**config.mk**
```make
export PLATFORM = sky130hd
export DESIGN_NAME = serial_adder
export DESIGN_NICKNAME = d
export VERILOG_FILES = /design/src/rtl/serial_adder.sv
export SDC_FILE = /design/constraint.sdc
export NUM_CORES = 1
export LEC_CHECK = 0
export ABC_AREA = 1
export CORE_MARGIN = 3
export CORE_UTILIZATION = 45
export CTS_CLUSTER_SIZE = 25
export DETAILED_ROUTE_END_ITERATION = 16
export PLACE_DENSITY_LB_ADDON = 0.1
export SETUP_SLACK_MARGIN = 0.2
export SLEW_MARGIN = 20
export SYNTH_ARGS = -nofsm -noshare
export SYNTH_HDL_FRONTEND = slang
export SYNTH_HIERARCHICAL = 1
export SYNTH_SLANG_ARGS = --single-unit
export TNS_END_PERCENT = 30
```
**constraint.sdc**
```tcl
create_clock -name CLK -period 2.7 [get_ports CLK]
set_input_delay 0.675 -clock CLK [delete_from_list [all_inputs] [get_ports CLK]]
set_output_delay 0.675 -clock CLK [all_outputs]
set_load 0.005 [all_outputs]
```
**src/rtl/serial_adder.sv**
```systemverilog
// Bit-serial WIDTH-bit adder: one full_adder cell plus a carry flop, LSB first, one bit per clock.
// Latency WIDTH+1 cycles from accept to DONE; START only taken while READY, ignored while BUSY.

module full_adder (
  input  logic a,
  input  logic b,
  input  logic ci,
  output logic s,
  output logic co
);
  assign s  = a ^ b ^ ci;
  assign co = (a & b) | (ci & (a ^ b));
endmodule

module serial_adder #(
  parameter int WIDTH = 8
) (
  input  logic             CLK,
  input  logic             RST,
  input  logic             START,
  input  logic [WIDTH-1:0] A,
  input  logic [WIDTH-1:0] B,
  input  logic             Cin,
  output logic             READY,
  output logic             BUSY,
  output logic             DONE,
  output logic [WIDTH-1:0] SUM,
  output logic             Cout
);
  localparam int CW = $clog2(WIDTH + 1);

  typedef enum logic [1:0] {S_IDLE, S_SHIFT, S_DONE} state_t;

  state_t           state, state_nxt;
  logic [WIDTH-1:0] a_sr, b_sr, s_sr, s_cat;
  logic             carry;
  logic [CW-1:0]    cnt;
  logic             fa_s, fa_c;
  logic             last, accept;

  full_adder u_fa (
    .a  (a_sr[0]),
    .b  (b_sr[0]),
    .ci (carry),
    .s  (fa_s),
    .co (fa_c)
  );

  // Sum bits enter at the MSB and walk down; a 1-bit adder has nothing to shift.
  generate
    if (WIDTH == 1) begin : g_w1
      assign s_cat = fa_s;
    end else begin : g_wn
      assign s_cat = {fa_s, s_sr[WIDTH-1:1]};
    end
  endgenerate

  assign last   = (cnt == CW'(WIDTH - 1));
  assign accept = START && (state != S_SHIFT);

  always_comb begin
    state_nxt = state;
    case (state)
      S_IDLE:  if (START) state_nxt = S_SHIFT;
      S_SHIFT: if (last) state_nxt = S_DONE;
      S_DONE:  state_nxt = START ? S_SHIFT : S_IDLE;
      default: state_nxt = S_IDLE;
    endcase
  end

  always_ff @(posedge CLK or posedge RST) begin
    if (RST) begin
      state <= S_IDLE;
      a_sr  <= '0;
      b_sr  <= '0;
      s_sr  <= '0;
      carry <= 1'b0;
      cnt   <= '0;
      SUM   <= '0;
      Cout  <= 1'b0;
    end else begin
      state <= state_nxt;
      if (accept) begin
        a_sr  <= A;
        b_sr  <= B;
        carry <= Cin;
        cnt   <= '0;
        s_sr  <= '0;
      end else if (state == S_SHIFT) begin
        a_sr  <= a_sr >> 1;
        b_sr  <= b_sr >> 1;
        s_sr  <= s_cat;
        carry <= fa_c;
        cnt   <= cnt + CW'(1);
        if (last) begin
          SUM  <= s_cat;
          Cout <= fa_c;
        end
      end
    end
  end

  // Status decoded from the state register only.
  assign READY = (state != S_SHIFT);
  assign BUSY  = (state == S_SHIFT);
  assign DONE  = (state == S_DONE);

endmodule

```
==> results of run 1 <==
[cell type report]
type                            instances  area, µm²  area share (%)
Sequential cell                        39        976            45.1
Clock inverter                          2       60.1            2.78
Tap cell                               46       57.6            2.66
Timing Repair Buffer                   34        333            15.4
Multi-Input combinational cell        117        602            27.8
Clock buffer                            6       72.6            3.35
Inverter                               16       62.6            2.89
[report_power, final]
group | switching (W) | internal (W) | total [W]
sequential | 0.000144 | 0.000827 | 0.000971
clock | 0.000194 | 0.000369 | 0.000563
combinational | 0.000476 | 0.000393 | 0.000869
[worst max-delay path, cell delays in order, from the launching register on]
cell,delay (ns)
dfrtp_1,0.46
nand2_4,0.30
clkdlybuf4s50_1,0.56
[synthesized netlist by cell type]
cell	count
a21oi_1	1
buf_2	2
buf_6	4
clkbuf_1	1
dfrtp_1	39
fa_1	1
ha_1	1
inv_1	14
inv_2	1
inv_4	1
nand2_1	55
nand2_2	2
nand2_4	2
nand3_1	31
nor2_1	4
nor2_4	2
o21ai_0	2
o21ai_2	8
o22ai_1	8
[path summary, 6_finish.rpt]
check,from,end,cells after the start
hold / removal,Cout$_DFFE_PP0P_,Cout$_DFFE_PP0P_,2
hold reg to reg,Cout$_DFFE_PP0P_,Cout$_DFFE_PP0P_,2
max in group asynchronous,RST,a_sr[5]$_DFFE_PP0P_,3
setup / recovery,state[0]$_DFFE_PP0P_,READY,2
min in group asynchronous,RST,SUM[2]$_DFFE_PP0P_,3
setup reg to reg,state[0]$_DFFE_PP0P_,Cout$_DFFE_PP0P_,7
[flip-flops by register name, indices dropped and copies added (netlist names)]
register,cells
carry,1
b_sr,8
Cout,1
a_sr,8
s_sr,7
state,2
SUM,8
cnt,4
[metrics by stage]
| stage | setup slack, ns | util [%] | hold slack (ns) | instances |
|---|---|---|---|---|
| floorplan | 1.14 | - | 0.442 | 179 |
| global placement | 0.746 | 58.1 | 0.459 | 252 |
| detailed placement | 0.690 | 58.1 | 0.467 | 252 |
| CTS | 0.387 | 61.9 | 0.485 | 260 |
| global route | 0.329 | 61.9 | 0.504 | 260 |
| finish | 0.410 | 61.9 | 0.479 | 260 |
[logic make-up after synthesis]
kind of cell	count (synthesis)
AO/OA/AOI/OAI	19
adder cells (fa/ha/maj)	2
buffers and inverters	23
flip-flops	39
AND/OR/NAND/NOR	96
[per-layer routing]
| metal | track usage (%) | share of wire, % | wire (µm) |
|---|---|---|---|
| met4 | 7.59 | 1.9 | 64 |
| met2 | 27.0 | 47 | 1610 |
| met3 | 5.49 | 4.8 | 163 |
| met1 | 23.5 | 46 | 1580 |
| met5 | 0 | 0 | 0 |
==> summary.md, run 1 <==
| Metric | Value |
|---|---|
| Setup slack, reg-to-reg | 1.12 ns |
| Clock Tree Buf Depth | 2 |
| Commonest non-fill, non-tap cell in the layout | nand2_1 |
| Die area | 0.00455 mm² |
| Simple-Gate Fraction of Synth Area | 25.6% |
| DR iter-0 viols | 91 |
| Vias/cell | 4.99 |
| Pleak | 1.03 nW |
| Syn_nets | 201 |
| Cell area after placement | 0.00203 mm² |
| Starting Density | 48.6% |
| Slew margin rel. | 67.8% |
| XOR/XNOR share of the synthesized area | 0% |
| Seq/Total Area, Yosys | 57.4% |
| Total Power | 0.00240 W |
| Syn avg cell area | 9.49 µm² |
| Kind of critical path | reg2out |
| Fillers | 308 |
| Initial antenna violation count | 0 |
| Layout area overhead | 27.3% |
| Power Density | 1110 mW/mm² |
| Arrival time worst endpoint | 1.61 ns |
| CTS Buf Count | 5 |
| Core area | 0.00349 mm² |
| CTS tree | built |
| Drt drc | 0 |
| Number of distinct library cells after synthesis | 19 |
| Final ANT Viol Nets | 0 |
| Final Setup Violations | 0 |
| Crit. End Element | output pin |
| Nets | 235 |
| Post-synthesis compound-gate area fraction | 7.95% |
| Cts hold-fix bufs | 0 |
| Top cell type's share of synthesized area | 57.4% |
| Postcts setup bufs | 0 |
| Die H | 67.4 µm |
| Commonest non-fill, non-tap cells in the layout | nand2_1 (55), dfrtp_1 (39), nand3_1 (31), clkdlybuf4s50_1 (31), inv_1 (14) |
| Worst Tran Pin Value | 0.484 ns |
| Post-Syn Area | 0.00170 mm² |
| Max Freq | 0.437 GHz |
| Worst setup SP type | register |
| DR vias | 1298 |
| # diodes | 0 |
| Gr usage total | 17.8% |
| Root Driver | clkbuf_8 |
| Clock-pin slew on the worst setup and hold paths | 0.07 ns |
| Port Buf Inserts | 31 |
| Post-synthesis cell count | 179 |
| Multiplexer area fraction after synthesis | 0% |
| GPL Wtd Cong | 0.773 |
| First-pass GRT wire length | 5910 µm |
| Num ports | 32 |
| Critical Path RT | 2.03 ns |
| Post-cts resize count | 0 |
| Yosys reg bits | 39 |
| Leading area contributor after synthesis | dfrtp_1 |
| Vias in the first global route | 1281 |
| Final clock skew | 0.00569 ns |
| Status | completed |
| DR pass1 iterations | 5 |
| Largest net degree at the start of global routing | 40 |
| Max Slew Vio Count | 0 |
| Fin crit share | 84.8% |
| Post-Synth Adder-Cell Area | 1.91% |
| Tmin final | 2.29 ns |
| Main area contributors after synthesis | dfrtp_1 (57%), nand2_1 (12%), nand3_1 (9.1%) |
| H-tree Lvls | 2 |
| RSZ-0062 raised after global routing | false |
| Die width | 67.4 µm |
| Largest family of logic cells by synthesized area | simple AND/OR/NAND/NOR gates |
| Max-Cap Viols | 0 |
| WL per Instance | 13.1 µm |
| FP Rows | 21 |
| Drt total wl | 3410 µm |
| Synth warn | 6 |
| Clock latency at the later pin of the worst-skew pair | 0.29 ns |
| Congestion Overflow GR | 0 |
| Peak supply drop | 0.000507 V |
| Final hold vios | 0 |
| Crit-path max FO | 27 |
| Fin area | 0.00216 mm² |
| Layout cells sized above 1 | 12.1% |
| Setup TNS | 0 ns |
| Worst min path class | reg2reg |
| Post-detail-place hpwl | 2430 µm |
| CTS Sinks | 39 |
Note: power is estimated with default switching activity, not from simulation.
==> inputs of run 2 (changes only) <==
==> constraint.sdc (replaced) <==
create_clock -name CLK -period 2.4 [get_ports CLK]
set_input_delay 0.6 -clock CLK [delete_from_list [all_inputs] [get_ports CLK]]
set_output_delay 0.6 -clock CLK [all_outputs]
set_load 0.005 [all_outputs]
==> run 2 against run 1 <==
Net effect:
- die area stayed put
- clock skew is 0.00065 ns higher
- critical path depth is 1 higher
- setup slack worse by 0.16 ns
- wire length is 3.0% higher
- worst hold slack hardly changed
- non-clock buffer count stayed put
- critical path type unchanged
- highest routed layer unchanged
==> summary.md, run 2 (synthesis gave the netlist of run 1 again) <==
| Metric | Value |
|---|---|
| Nets | 236 (+0.43%) |
| Final Setup Violations | 0 (unchanged) |
| Worst setup SP type | register |
| Placed cell count | 252 (unchanged) |
| Congestion Overflow GR | 0 (unchanged) |
| Final clock skew | 0.00634 ns (+0.000650 ns) |
| Min-delay src | b_sr[7]$_DFFE_PP0P_ |
| Peak supply drop | 0.000626 V (+24%) |
| CP Cell Sequence | inv_1, nand2_8, clkdlybuf4s50_1 |
| Die width | 67.4 µm (unchanged) |
| Pre-CTS setup slack | 0.521 ns (-0.169 ns) |
| FP Rows | 21 (unchanged) |
| Setup slack, reg-to-reg | 0.84 ns (-0.28 ns) |
| Drt total wl | 3510 µm (+3.0%) |
| Post-detail-place hpwl | 2290 µm (-6.1%) |
| Worst min path class | reg2reg |
| Cell area after placement | 0.00203 mm² (unchanged) |
| DR vias | 1306 (+0.62%) |
| Layout area overhead | 25.0% |
| Slowest cell on the critical path | clkdlybuf4s50_1 |
| Crit. End Element | output pin |
| Clock Tree Buf Depth | 2 (unchanged) |
| Vias in the first global route | 1313 (+2.5%) |
| Final WS setup | 0.252 ns (-0.158 ns) |
| Power Density | 1180 mW/mm² (+6.0%) |
| Postcts setup bufs | 0 (unchanged) |
| Num ports | 32 (unchanged) |
| Max Freq | 0.466 GHz |
| First-pass GRT wire length | 5980 µm (+1.2%) |
| Arrival time worst endpoint | 1.55 ns (-0.06 ns) |
| Clock-pin slew on the worst setup and hold paths | 0.07 ns (about the same) |
| Final ANT Viol Nets | 0 (unchanged) |
| Initial antenna violation count | 0 (unchanged) |
| Final std cells w/o fill | 259 (-0.38%) |
| Clock latency at the later pin of the worst-skew pair | 0.29 ns (about the same) |
| Slowest stage delay, CP | 0.47 ns (-0.09 ns) |
| Worst Path Buf+Inv | 2 (+1) |
| CTS Sinks | 39 (unchanged) |
| Drt drc | 0 (unchanged) |
| WHS Path Cells | 2 (unchanged) |
| Die area | 0.00455 mm² (unchanged) |
| RR Startpoint | state[0]$_DFFE_PP0P_ |
| Commonest non-fill, non-tap cells in the layout | nand2_1 (55), dfrtp_1 (38), nand3_1 (31), clkdlybuf4s50_1 (31), inv_1 (14) |
| RSZ-0062 raised after global routing | true |
| Worst Tran Pin Value | 0.485 ns (+0.00140 ns) |
| GPL Wtd Cong | 0.748 (-3.2%) |
| DR iter-0 viols | 89 (-2.2%) |
| Port Buf Inserts | 31 (unchanged) |
| Layout cells sized above 1 | 12.2% (+0.057 points) |
| # diodes | 0 (unchanged) |
| Die H | 67.4 µm (unchanged) |
| Starting Density | 48.6% (unchanged) |
| Final hold vios | 0 (unchanged) |
| CTS tree | built |
| Root Driver | clkbuf_8 |
| DR pass1 iterations | 4 (-1) |
| Gr usage total | 17.8% (+0.088 points) |
| Critical Path RT | 1.80 ns (-0.23 ns) |
| Largest registers | SUM: 8 flops, a_sr: 8 flops, b_sr: 8 flops |
| Max Slew Vio Count | 0 (unchanged) |
| Crit-path max FO | 14 (-48%) |
| Area of the multi-input gates | 622 µm² (+3.3%) |
| Largest net degree at the start of global routing | 40 (unchanged) |
| Tmin final | 2.15 ns |
| Core area | 0.00349 mm² (unchanged) |
| CTS Buf Count | 5 (unchanged) |
| Commonest non-fill, non-tap cell in the layout | nand2_1 |
| Largest delay share family, worst path | buffers and inverters |
| WL per Instance | 13.6 µm (+3.4%) |
| H-tree Lvls | 2 (unchanged) |
| Sequential Area | 977 µm² (+0.13%) |
| Hold EP | b_sr[7]$_DFFE_PP0P_ |
| Vias/cell | 5.04 (+1.0%) |
| Fillers | 298 (-3.2%) |
| Pleak | 1.01 nW (-2.0%) |
| Fin crit share | 89.5% |
| Slew margin rel. | 67.7% (-0.093 points) |
| Worst flop-to-flop path endpoint | SUM[6]$_DFFE_PP0P_ |
| Status | completed |
| Hold_ws | 0.479 ns (-0.0000850 ns) |
| Kind of critical path | reg2out |
| Setup TNS | 0 ns (unchanged) |
| R2r worst-path depth | 6 (-1) |
| Max-Cap Viols | 0 (unchanged) |
| Fin area | 0.00212 mm² (-1.8%) |
[run 2: where the power goes]
group | switching (W) | internal, W | total [W]
Combinational | 0.000547 | 0.000452 | 0.000999
Sequential | 0.000169 | 0.000932 | 0.00110
Clock | 0.000209 | 0.000194 | 0.000403
Total | 0.000925 | 0.00158 | 0.00250
[run 2: metal layers]
metal	global-route usage, %	routed length, µm	up-vias
met5	0	0	-
met4	7.85	21	0
met3	5.66	239	2
met2	27.5	1710	47
met1	23.1	1540	610
li1	-	-	647
[run 2: what timing repair did]
item,in CTS,in global routing
hold endpoints to repair,0,0
setup endpoints to repair,0,1
resized for setup,0,2
hold buffers,0,0
[run 2: worst reg2reg max path, stage by stage, from the launching register on]
cell,delay [ns]
dfrtp_2,0.48
inv_2,0.07
nor2_4,0.13
buf_4,0.25
nand2_2,0.29
nand2_1,0.17
o21ai_2,0.06
[run 2: cell type report]
| cell class | instances | area share [%] |
|---|---|---|
| clock buffers | 6 | 3.42 |
| inverters | 16 | 2.94 |
| multi-input cells | 118 | 29.3 |
| flip-flops and latches | 39 | 46.0 |
| well taps | 46 | 2.71 |
| repair buffers | 34 | 15.7 |
[run 2: worst max path at each step]
stage / start / cells past startpoint / to / slack, ns
6_report: state[1]$_DFFE_PP0P_ / 3 / READY / 0.25
5_1_grt: state[1]$_DFFE_PP0P_ / 3 / READY / 0.19
4_1_cts: state[1]$_DFFE_PP0P_ / 3 / READY / 0.20
3_5_place_dp: state[1]$_DFFE_PP0P_ / 3 / READY / 0.52
3_3_place_gp: state[1]$_DFFE_PP0P_ / 3 / READY / 0.53
2_1_floorplan: RST / 1 / Cout$_DFFE_PP0P_ / 0.91
[run 2: stage by stage]
| stage | utilization [%] | total power, W |
|---|---|---|
| after global routing | 60.8 | 0.00272 |
| final | 60.8 | 0.00250 |
| after global placement | 58.1 | 0.00204 |
| after floorplan | - | 0.00175 |
| after detailed placement | 58.1 | 0.00208 |
| after CTS | 60.2 | 0.00249 |
==> inputs of run 3 (changes only) <==
--- a/config.mk
+++ b/config.mk
@@ -10,7 +10,7 @@
 export CORE_UTILIZATION = 45
 export CTS_CLUSTER_SIZE = 25
 export DETAILED_ROUTE_END_ITERATION = 16
-export PLACE_DENSITY_LB_ADDON = 0.1
+export PLACE_DENSITY_LB_ADDON = 0.12
 export SETUP_SLACK_MARGIN = 0.2
 export SLEW_MARGIN = 20
 export SYNTH_ARGS = -nofsm -noshare
==> constraint.sdc (replaced) <==
create_clock -name CLK -period 1.9 [get_ports CLK]
set_input_delay 0.475 -clock CLK [delete_from_list [all_inputs] [get_ports CLK]]
set_output_delay 0.475 -clock CLK [all_outputs]
set_load 0.005 [all_outputs]
==> run 3 against run 2 <==
Net effect:
- clock skew up 0.00062 ns
- die area unchanged
- global-route usage about the same
- count of clock-buffer cells in the layout did not move
- sequential cell count stayed put
- power increased by 28%
- combinational power rose by 26%
- sequential share of layout area shrank 0.24 points
- cell count rose by 0.77%
- via count increased by 1.3%
- critical path depth is 1 lower
==> summary.md, run 3 (synthesis gave the netlist of run 1 again) <==
| Metric | Value |
|---|---|
| Layout cells sized above 1 | 13.5% (+1.3 points) |
| Largest net degree at the start of global routing | 40 (unchanged) |
| Setup TNS | 0 ns (unchanged) |
| DR vias | 1323 (+1.3%) |
| Final clock skew | 0.00696 ns (+0.000617 ns) |
| Fillers | 316 (+6.0%) |
| Clock latency at the later pin of the worst-skew pair | 0.29 ns (about the same) |
| Clock-pin slew on the worst setup and hold paths | 0.07 ns (about the same) |
| Worst Tran Pin Value | 0.485 ns (+0.000117 ns) |
| Congestion Overflow GR | 0 (unchanged) |
| Crit. End Element | output pin |
| Final ANT Viol Nets | 0 (unchanged) |
| Peak supply drop | 0.000719 V (+15%) |
| Num ports | 32 (unchanged) |
| Fin crit share | 93.8% |
| Gr usage total | 17.9% (+0.039 points) |
| Die H | 67.4 µm (unchanged) |
| Max Slew Vio Count | 0 (unchanged) |
| Nets | 237 (+0.42%) |
| Drt drc | 0 (unchanged) |
| Hold EP | a_sr[7]$_DFFE_PP0P_ |
| Port Buf Inserts | 31 (unchanged) |
| Max-Cap Viols | 0 (unchanged) |
| CTS Buf Count | 5 (unchanged) |
| Vias in the first global route | 1313 (unchanged) |
| RSZ-0062 raised after global routing | true |
| Slew margin rel. | 67.7% (about the same) |
| H-tree Lvls | 2 (unchanged) |
| Crit-path max FO | 4 (-10) |
| Core area | 0.00349 mm² (unchanged) |
| WL per Instance | 13.4 µm (-1.4%) |
| Fin area | 0.00214 mm² (+0.53%) |
| Commonest non-fill, non-tap cell in the layout | nand2_1 |
| First-pass GRT wire length | 5950 µm (-0.47%) |
| Setup slack, reg-to-reg | 0.35 ns (-0.49 ns) |
| Final Setup Violations | 0 (unchanged) |
| R2r worst-path depth | 6 (unchanged) |
| Pre-CTS setup slack | 0.172 ns (-0.349 ns) |
| GPL Wtd Cong | 0.827 (+10%) |
| Kind of critical path | reg2out |
| Worst setup SP type | register |
| RR Startpoint | state[1]$_DFFE_PP0P_ |
| Worst flop-to-flop path endpoint | SUM[1]$_DFFE_PP0P_ |
| Layout area overhead | 25.7% |
| Largest registers | SUM: 8 flops, a_sr: 8 flops, b_sr: 8 flops |
| Initial antenna violation count | 0 (unchanged) |
| Tmin final | 1.78 ns |
| CTS tree | built |
| Die area | 0.00455 mm² (unchanged) |
| Status | completed |
| Commonest non-fill, non-tap cells in the layout | nand2_1 (55), dfrtp_1 (38), nand3_1 (31), clkdlybuf4s50_1 (29), inv_1 (14) |
| # diodes | 0 (unchanged) |
| Post-detail-place hpwl | 2460 µm (+7.6%) |
| DR iter-0 viols | 102 (+15%) |
| Root Driver | clkbuf_8 |
| Die width | 67.4 µm (unchanged) |
| Final hold vios | 0 (unchanged) |
| Arrival time worst endpoint | 1.31 ns (-0.24 ns) |
| Power Density | 1500 mW/mm² (+27%) |
| FP Rows | 21 (unchanged) |
| CTS Sinks | 39 (unchanged) |
| Max Freq | 0.561 GHz |
| Starting Density | 48.6% (unchanged) |
| WHS Path Cells | 2 (unchanged) |
| Total Power | 0.00320 W (+28%) |
| Critical Path RT | 1.42 ns (-0.38 ns) |
| Pleak | 1.04 nW (+3.1%) |
| Cell area after placement | 0.00204 mm² (+0.37%) |
| Final WS setup | 0.118 ns (-0.134 ns) |
| Vias/cell | 5.07 (+0.53%) |
| Worst min path class | reg2reg |
| DR pass1 iterations | 4 (unchanged) |
| Min-delay src | a_sr[7]$_DFFE_PP0P_ |
| Drt total wl | 3490 µm (-0.65%) |
| Clock Tree Buf Depth | 2 (unchanged) |
[run 3: per-layer routing]
layer	up-vias	GRT usage (%)	share of wire, %
met1	626	23.4	45
met4	0	8.61	2.1
met2	41	27.0	47
li1	648	-	-
met5	-	0	0
met3	8	5.49	6.0
[run 3: worst max-delay path, cell delays in order, from the launching register on]
cell             delay (ns)
dfrtp_2                0.44
nand2_4                0.08
clkdlybuf4s50_1        0.49
[run 3: layout make-up]
| type | count | area [µm²] | share of cell area, % |
|---|---|---|---|
| clock buffer | 6 | 82.6 | 3.87 |
| clock inverter | 1 | 5.00 | 0.234 |
| inverter | 16 | 62.6 | 2.93 |
| multi-input combinational | 117 | 602 | 28.2 |
| sequential | 39 | 977 | 45.8 |
| tap | 46 | 57.6 | 2.69 |
| timing repair buffer | 36 | 349 | 16.3 |
[run 3: worst max-delay path by stage]
stage                          from             endpoint  slack (ns)  cells past startpoint
3_5_place_dp                  START  b_sr[1]$_DFFE_PP0P_        0.17                      6
2_1_floorplan                   RST     Cout$_DFFE_PP0P_        0.54                      1
4_1_cts        state[1]$_DFFE_PP0P_                 DONE        0.03                      3
6_report       state[0]$_DFFE_PP0P_                READY        0.12                      2
3_3_place_gp                  START  b_sr[1]$_DFFE_PP0P_        0.21                      6
5_1_grt        state[0]$_DFFE_PP0P_                READY        0.08                      2
[run 3: power by group]
group          internal [W]  total (W)  switching [W]
sequential          0.00118    0.00139       0.000209
clock              0.000284   0.000554       0.000269
combinational      0.000571    0.00126       0.000689
total               0.00203    0.00320        0.00117
[run 3: per-stage QoR]
| stage | instances | utilization, % | hold WS [ns] |
|---|---|---|---|
| global route | 261 | 61.1 | 0.505 |
| detailed placement | 253 | 58.3 | 0.462 |
| finish | 261 | 61.1 | 0.476 |
| CTS | 260 | 60.8 | 0.478 |
| floorplan | 179 | - | 0.442 |
| global placement | 253 | 58.3 | 0.458 |
[run 3: what timing repair did]
action | in CTS | in global routing
setup buffers | 0 | 1
setup endpoints to repair | 3 | 2
hold buffers | 0 | 0
endpoints found under the hold margin | 0 | 0
pin swaps | 0 | 0
resized for setup | 2 | 1
